[src/rtl/t03_nes_pkg.sv]
`default_nettype none
// +----------------------------------------------------------------------------+
// | Module   : t03_nes_pkg                                                     |
// | Brief    : Shared constants and FSM state type for the NES pad responder.  |
// | Revision : 1.0  initial release                                            |
// +----------------------------------------------------------------------------+
package t03_nes_pkg;

    localparam int NES_BITS = 8;

    localparam int BTN_A      = 0;
    localparam int BTN_B      = 1;
    localparam int BTN_SELECT = 2;
    localparam int BTN_START  = 3;
    localparam int BTN_UP     = 4;
    localparam int BTN_DOWN   = 5;
    localparam int BTN_LEFT   = 6;
    localparam int BTN_RIGHT  = 7;

    typedef enum logic [1:0] {
        IDLE  = 2'd0,
        LOAD  = 2'd1,
        SHIFT = 2'd2,
        DONE  = 2'd3
    } nes_resp_state_t;

endpackage
`default_nettype wire

[src/rtl/t03_sync_edge.sv]
`default_nettype none
// +----------------------------------------------------------------------------+
// | Module   : t03_sync_edge                                                   |
// | Brief    : Multi-flop synchronizer with rise/fall detect on the last stage.|
// | Revision : 1.0  initial release                                            |
// +----------------------------------------------------------------------------+
module t03_sync_edge #(
    parameter int STAGES = 2
) (
    input  logic clk,
    input  logic nrst,
    input  logic async_in,
    output logic sync,
    output logic rise,
    output logic fall
);

    logic [STAGES-1:0] r_sync;
    logic              r_last;

    always_ff @(posedge clk or negedge nrst) begin
        if (!nrst) begin
            r_sync <= '0;
            r_last <= 1'b0;
        end else begin
            r_sync <= {r_sync[STAGES-2:0], async_in};
            r_last <= r_sync[STAGES-1];
        end
    end

    assign sync = r_sync[STAGES-1];
    assign rise = r_sync[STAGES-1] & ~r_last;
    assign fall = ~r_sync[STAGES-1] & r_last;

endmodule
`default_nettype wire

[src/rtl/t03_nes_controller_responder.sv]
`default_nettype none
// +----------------------------------------------------------------------------+
// | Module   : t03_nes_controller_responder                                    |
// | Brief    : 4021-style NES pad emulation answering a host latch/pulse poll. |
// | Revision : 1.0  initial release                                            |
// +----------------------------------------------------------------------------+
module t03_nes_controller_responder
    import t03_nes_pkg::*;
#(
    parameter int   N_BITS      = NES_BITS,
    parameter int   SYNC_STAGES = 2,
    parameter logic FILL_LEVEL  = 1'b0
) (
    input  logic              clk,
    input  logic              nrst,
    input  logic [N_BITS-1:0] buttons,
    input  logic              latch_in,
    input  logic              pulse_in,
    output logic              data_out,
    output logic [3:0]        bit_idx,
    output logic              frame_done,
    output logic              frame_abort,
    output logic [1:0]        state_o
);

    localparam logic [1:0] C_ST_IDLE  = IDLE;
    localparam logic [1:0] C_ST_LOAD  = LOAD;
    localparam logic [1:0] C_ST_SHIFT = SHIFT;
    localparam logic [1:0] C_ST_DONE  = DONE;
    localparam logic [3:0] C_LAST_IDX = 4'(N_BITS - 1);

    logic                                r_state_dummy_unused;
    logic [1:0]                          r_state;
    logic [N_BITS-1:0]                   r_shreg;
    logic [3:0]                          r_bit_idx;
    logic                                r_done;
    logic                                r_abort;
    logic [SYNC_STAGES-1:0][N_BITS-1:0]  r_btn_sync;

    logic              w_latch_s, w_latch_rise, w_latch_fall;
    logic              w_pulse_s, w_pulse_rise, w_pulse_fall;
    logic [N_BITS-1:0] w_btn_s;
    logic              w_unused;

    t03_sync_edge #(.STAGES(SYNC_STAGES)) u_latch_sync (
        .clk      (clk),
        .nrst     (nrst),
        .async_in (latch_in),
        .sync     (w_latch_s),
        .rise     (w_latch_rise),
        .fall     (w_latch_fall)
    );

    t03_sync_edge #(.STAGES(SYNC_STAGES)) u_pulse_sync (
        .clk      (clk),
        .nrst     (nrst),
        .async_in (pulse_in),
        .sync     (w_pulse_s),
        .rise     (w_pulse_rise),
        .fall     (w_pulse_fall)
    );

    assign w_unused = ^{w_pulse_s, w_pulse_fall, r_state_dummy_unused};

    always_ff @(posedge clk or negedge nrst) begin
        if (!nrst) begin
            r_btn_sync           <= '0;
            r_state_dummy_unused <= 1'b0;
        end else begin
            r_btn_sync           <= {r_btn_sync[SYNC_STAGES-2:0], buttons};
            r_state_dummy_unused <= 1'b0;
        end
    end

    assign w_btn_s = r_btn_sync[SYNC_STAGES-1];

    // Latch takes priority over pulse everywhere, so a coincident pulse never shifts.
    always_ff @(posedge clk or negedge nrst) begin
        if (!nrst) begin
            r_state   <= C_ST_IDLE;
            r_shreg   <= '1;
            r_bit_idx <= 4'd0;
            r_done    <= 1'b0;
            r_abort   <= 1'b0;
        end else begin
            r_done  <= 1'b0;
            r_abort <= 1'b0;
            case (r_state)
                C_ST_IDLE: begin
                    if (w_latch_s) r_state <= C_ST_LOAD;
                end
                C_ST_LOAD: begin
                    r_shreg   <= ~w_btn_s;
                    r_bit_idx <= 4'd0;
                    if (w_latch_fall) r_state <= C_ST_SHIFT;
                end
                C_ST_SHIFT: begin
                    if (w_latch_rise) begin
                        r_state   <= C_ST_LOAD;
                        r_bit_idx <= 4'd0;
                        r_abort   <= 1'b1;
                    end else if (w_pulse_rise && !w_latch_s) begin
                        r_shreg   <= {FILL_LEVEL, r_shreg[N_BITS-1:1]};
                        r_bit_idx <= r_bit_idx + 4'd1;
                        if (r_bit_idx == C_LAST_IDX) begin
                            r_state <= C_ST_DONE;
                            r_done  <= 1'b1;
                        end
                    end
                end
                C_ST_DONE: begin
                    if (w_latch_rise) begin
                        r_state   <= C_ST_LOAD;
                        r_bit_idx <= 4'd0;
                    end
                end
                default: r_state <= C_ST_IDLE;
            endcase
        end
    end

    assign data_out    = r_shreg[0];
    assign bit_idx     = r_bit_idx;
    assign frame_done  = r_done;
    assign frame_abort = r_abort;
    assign state_o     = r_state;

endmodule
`default_nettype wire
[config.mk]
export PLATFORM = sky130hd
export DESIGN_NAME = t03_nes_controller_responder
export DESIGN_NICKNAME = d
export VERILOG_FILES = /design/src/rtl/t03_nes_pkg.sv /design/src/rtl/t03_sync_edge.sv /design/src/rtl/t03_nes_controller_responder.sv
export SDC_FILE = /design/constraint.sdc
export NUM_CORES = 1
export LEC_CHECK = 0
export ABC_AREA = 1
export BUFFER_PORTS_ARGS = -buffer_cell sky130_fd_sc_hd__buf_4
export CAP_MARGIN = 10
export CORE_ASPECT_RATIO = 0.9
export CORE_MARGIN = 2
export CORE_UTILIZATION = 59
export DETAILED_ROUTE_END_ITERATION = 10
export GPL_ROUTABILITY_DRIVEN = 0
export GPL_TIMING_DRIVEN = 1
export PLACE_DENSITY = 0.86
export SYNTH_ARGS = -nofsm -noshare
export SYNTH_HDL_FRONTEND = slang
export SYNTH_SLANG_ARGS = --single-unit
[constraint.sdc]
create_clock -name clk -period 3.3 [get_ports clk]
set_input_delay 0.33 -clock clk [delete_from_list [all_inputs] [get_ports clk]]
set_output_delay 0.33 -clock clk [all_outputs]
set_load 0.05 [all_outputs]
# After elaboration in Yosys (flattened, before gate mapping)
# Index checks and enable logic that the tools add are counted.
[totals] output_inout_bits=9 n_memories=0 mem_bits_rw=0 input_bits=12 mem_bits_ro=0 ff_bits=38 word_cells=58 latchBits=0
[classes] div_mod_pow=0 multipliers=0 muxes=20 n_reduce_logical=8 n_addsub=1 shift=0 n_eq_ne=11 bitwise=7 order_cmp=0
[ops] operator="8-bit 2-to-1 mux" n=2
[ops] operator="8-bit one-hot mux with 2 select lines" n=1
[ops] operator="2-bit 2-to-1 mux" n=6
[ops] operator="4-bit 2-to-1 mux" n=3
[ops] operator="4-bit one-hot mux with 3 select lines" n=1
[ops] operator="8-bit inverter" n=1
[ops] operator="2-bit one-hot mux with 4 select lines" n=1
[ops] operator="1-bit 2-to-1 mux" n=6
[ops] operator="2-bit by 1-bit inequality test with 1-bit output (second input constant)" n=3
[ops] operator="3-bit by 2-bit inequality test with 1-bit output (second input constant)" n=2
[ops] operator="3-bit AND reduction" n=2
[ops] operator="5-bit AND reduction" n=1
[ops] operator="4-bit by 1-bit adder with 4-bit output (second input constant)" n=1
[ops] operator="2-bit == test (second input constant)" n=2
[ops] operator="4-bit by 3-bit == test with 1-bit output (second input constant)" n=1
[ops] operator="2-bit inequality test (second input constant)" n=2
[ops] operator="1-bit bitwise AND" n=3
[ops] operator="1-bit inverter" n=3
[ops] operator="3-bit nonzero test" n=1
[ops] operator="2-bit by 1-bit == test with 1-bit output (second input constant)" n=1
[ops] operator="2-bit zero test" n=1
[ops] operator="2-bit nonzero test" n=1
[ops] operator="1-bit logical AND" n=1
[ops] operator="1-bit zero test" n=1

# Logic depth before layout (Yosys ltp)
[depth] ltp_word=6 depth_mapped=8 mapped_depth_nobuf=8

# Hierarchy
# Synthesis repeated with hierarchy kept, for this count alone.
[unflattened] cells_unflattened=139 hier_area_um2=1532.7
[modules_own_cells] mod="t03_nes_controller_responder" cells_each=125 n_inst=1 area_per_inst_um2=1352.5 seq_area_each_um2=810.8
[modules_own_cells] mod="t03_sync_edge" cells_each=7 n_inst=2 area_per_inst_um2=90.1 seq_area_each_um2=75.1

# Least setup slack after synthesis
# No wires, ideal clock.
[synth_path] path_kind="reg-to-reg" start="register r_state[0] (netlist: state_o[0])" end="register r_shreg[5]" synth_period_minus_slack_ps=1741 setup_time_ps=68 path_buffers=1 slack_ps=1559 required_ps=3232 arrival_ps=1673 path_stages_with_launch=9 path_cell_list="dfrtp_1 inv_1 ha_1 inv_2 nand2_1 o21ai_4 buf_6 nor2_1 a21oi_2"
[synth_via] elab_chain_cells=3 elab_cells_between_ends=7 classes_between="eq/ne (4); mux (1); reduce/logical (2)"
[synth_lines] item="start, declared" line="t03_nes_controller_responder.sv:33" rtl="logic [1:0] r_state;"
[synth_lines] item="start signal, assigned" line="t03_nes_controller_responder.sv:80" rtl="r_state <= C_ST_IDLE;"
[synth_lines] item="start signal, assigned" line="t03_nes_controller_responder.sv:90" rtl="if (w_latch_s) r_state <= C_ST_LOAD;"
[synth_lines] item="start signal, assigned" line="t03_nes_controller_responder.sv:95" rtl="if (w_latch_fall) r_state <= C_ST_SHIFT;"
[synth_lines] item="2-bit == test or 2-bit by 1-bit == test with 1-bit output (tied branches)" line="t03_nes_controller_responder.sv:88" rtl="case (r_state)"
[synth_lines] item="2-bit inequality test (no line) or 2-bit nonzero test (tied branches)"
[synth_lines] item="3-bit AND reduction (no line)"
[synth_lines] item="end signal, assigned" line="t03_nes_controller_responder.sv:93" rtl="r_shreg <= ~w_btn_s;"
[synth_lines] item="end signal, assigned" line="t03_nes_controller_responder.sv:103" rtl="r_shreg <= {FILL_LEVEL, r_shreg[N_BITS-1:1]};"
[synth_lines] item="end, declared" line="t03_nes_controller_responder.sv:34" rtl="logic [N_BITS-1:0] r_shreg;"
# Parallel ways exist; a longest one is shown, timed or not.
# A chain may end at the register's enable or synchronous reset.

# Final worst setup path
[layout_path] start="register r_state[0] (netlist: state_o[0])" end="register r_shreg[1]"
# Same word-level chain as after synthesis.

==> out/results.txt <==
RSZ-0062 raised after global routing: false
Max VDD drop: 0.566 mV
Count of state elements after synthesis: 38
H-tree Lvls: 2
Final Hold Viols: 0
First-pass GRT wire length: 4.15 mm
WHS: 97.8 ps
Via/cell ratio: 5.19
Arrival @ worst endpoint: 1980 ps
Setup TNS: 0 ps
Post-CTS setup buffer count: 0
Cell depth of the worst setup path: 7
Hold Buf Count CTS: 1
Sink Count: 38
FILL cells: 175
CTS buffer count: 5
Slew Viols, Final: 0
Slowest cell on crit path: dfrtp_1
Drt wl/cell: 12.3 µm
Post-CTS Resized: 0
Die area: 0.00293 mm²
Drt pass-1 iters: 4
Port bufs: 20
Vias in the first global route: 1021
Hpwl dp: 1.71 mm
Initial Util: 61.1%
R2R Path End: r_shreg[1]$_DFFE_PN1P_
Hold Path Origin: buttons[0]
Synth warn: 0
Final setup vio count: 0
Synth top area cells: dfrtp_1, dfstp_2, nand2_1, ha_1, nor2_1
Period utilization: 52.3%
Clock Skews: 17.6 ps
Crit path launch type: register
Min-Delay Path Class: in -> reg
Placed cell count: 183
Critical path class: reg -> reg
Final WL: 2.37 mm
DR vias: 997
CP delay by family, top: flip-flops
Drt drc: 0
Reg2Reg Setup Slack: 1580 ps
FP Rows: 17
Buf/Inv on CP: 2
Layout cells sized above 1: 28.7%
Initial antenna violation count: 0
Period minus WS final: 1720 ps
Area leader, netlist: dfrtp_1
Yosys top cell area share: 50.7%
Worst hold endpoint: r_btn_sync[0]$_DFF_PN0_
WHS Path Cells: 1
Post-Syn Nets: 155
Syn Inst Count: 137
Tightest Pin Transition: 436 ps
Max Cap Viol: 0
Clk pin slew, worst setup/hold paths: 120 ps
Reg2reg start: state_o[0]$_DFFE_PN0P_
Status: completed
Leak: 0.862 nW
Grt ovf: 0
Power per Cell Area: 805 mW/mm²
Final #Nets: 181
# IOs: 21
Reg2Reg Depth: 7
Skew-Pair Late Insertion Delay: 340 ps
Die width: 56.8 µm
Critical path required time: 3560 ps
Worst rel slew slack: 70.9%
Distinct cells, synth: 22
GRT Total Usage: 19.0%
DIE HEIGHT: 51.5 µm
Worst-path maximum fanout: 18
Syn Area/Cell: 10.8 µm²
Crit-path cells: inv_1 > ha_1 > inv_2 > nand2_1 > o21ai_4 > nor2_1 > a21oi_1
CP endpoint kind: register
Slowest stage delay, CP: 460 ps
Pin count of the biggest net entering global routing: 39
Initial drt markers: 37
Core area: 0.00242 mm²
Clk buf depth: 2
Post-DRT Antenna Nets: 0
Cell Count, Final, Fillers Out: 192
Seq/Total Area, Yosys: 64.9%
ANT cells: 0
Area grow syn2layout: 16.0%
CTS tree: yes
Post-Syn Area: 0.00148 mm²
Clk root buf: clkbuf_4
FMAX: 580 MHz
-- metal layers --
layer	vias up	global-route usage, %	share of wire (%)
li1	487	-	-
met1	472	22.6	44
met2	34	31.6	49
met3	4	7.21	6.1
met4	0	7.36	0.89
met5	-	0	0
-- cell usage in the layout (no fill, tap or decap), types with 2 or more instances in the layout --
cell | netlist | layout
clkbuf_1 | 0 | 2
a21oi_1 | 7 | 7
nand2_1 | 28 | 28
nand2_2 | 3 | 3
dfrtp_1 | 30 | 30
nor2_2 | 2 | 2
nand3_1 | 4 | 4
nand3_2 | 2 | 2
ha_1 | 6 | 6
dfstp_2 | 8 | 8
buf_4 | 0 | 20
nand4_1 | 3 | 3
nor2_1 | 15 | 15
clkbuf_4 | 0 | 5
inv_2 | 2 | 2
a21oi_2 | 2 | 2
inv_1 | 10 | 10
o21ai_0 | 8 | 8
-- flip-flops by register name (all words and copies together), names as in the netlist --
| signal | count |
|---|---|
| frame_abort | 1 |
| r_shreg | 8 |
| bit_idx | 4 |
| u_pulse_sync.r_sync | 2 |
| w_btn_s | 8 |
| u_pulse_sync.r_last | 1 |
| frame_done | 1 |
| r_btn_sync | 8 |
| u_latch_sync.r_sync | 2 |
| u_latch_sync.r_last | 1 |
| state_o | 2 |
-- cells by family (layout without fill, tap and decap cells) --
group	after synthesis	after routing	share of synthesized area, %
and+or+nand+nor	59	59	17.8
buffers and inverters	14	41	4.14
adders and majority gates	6	6	5.07
AOI/OAI and AO/OA	20	20	8.11
DFF	38	38	64.9
-- Yosys cell counts --
cell / number
dfrtp_1: 30
nand2_1: 28
nor2_1: 15
inv_1: 10
dfstp_2: 8
o21ai_0: 8
a21oi_1: 7
ha_1: 6
nand3_1: 4
nand2_2: 3
nand4_1: 3
a21oi_2: 2
inv_2: 2
nand3_2: 2
nor2_2: 2
buf_2: 1
buf_6: 1
nor4_1: 1
o21ai_1: 1
o21ai_4: 1
o22ai_1: 1
or2_2: 1
-- cell type report --
cell class / instances / area (µm²) / share of cell area, %
inverters: 12 / 45.0 / 2.62
multi-input cells: 85 / 459 / 26.7
flip-flops and latches: 38 / 961 / 55.9
clock buffers: 8 / 58.8 / 3.42
well taps: 28 / 35.0 / 2.04
repair buffers: 21 / 160 / 9.32
-- stage by stage --
step                      area [µm²]  util (%)  setup WS, ps  total power, mW
after global placement          1650      68.1          1770             1.11
after global routing            1720      70.9          1440             1.48
final                           1720      70.9          1580             1.38
after detailed placement        1650      68.1          1630             1.15
after floorplan                 1480         -          1560             1.04
after CTS                       1720      70.9          1590             1.39
-- power breakdown --
part / switching, mW / internal (mW) / total, mW
Combinational: 0.341 / 0.162 / 0.502
Sequential: 0.0549 / 0.583 / 0.638
Clock: 0.138 / 0.105 / 0.243
Total: 0.533 / 0.850 / 1.38
-- worst max path at each step --
stage / start / to
floorplan: state_o[0]$_DFFE_PN0P_ / r_shreg[5]$_DFFE_PN1P_
global placement: state_o[0]$_DFFE_PN0P_ / r_shreg[1]$_DFFE_PN1P_
detailed placement: state_o[0]$_DFFE_PN0P_ / r_shreg[4]$_DFFE_PN1P_
CTS: state_o[0]$_DFFE_PN0P_ / r_shreg[1]$_DFFE_PN1P_
global route: state_o[0]$_DFFE_PN0P_ / r_shreg[1]$_DFFE_PN1P_
finish: state_o[0]$_DFFE_PN0P_ / r_shreg[1]$_DFFE_PN1P_
Note: power is estimated with default switching activity, not from simulation.
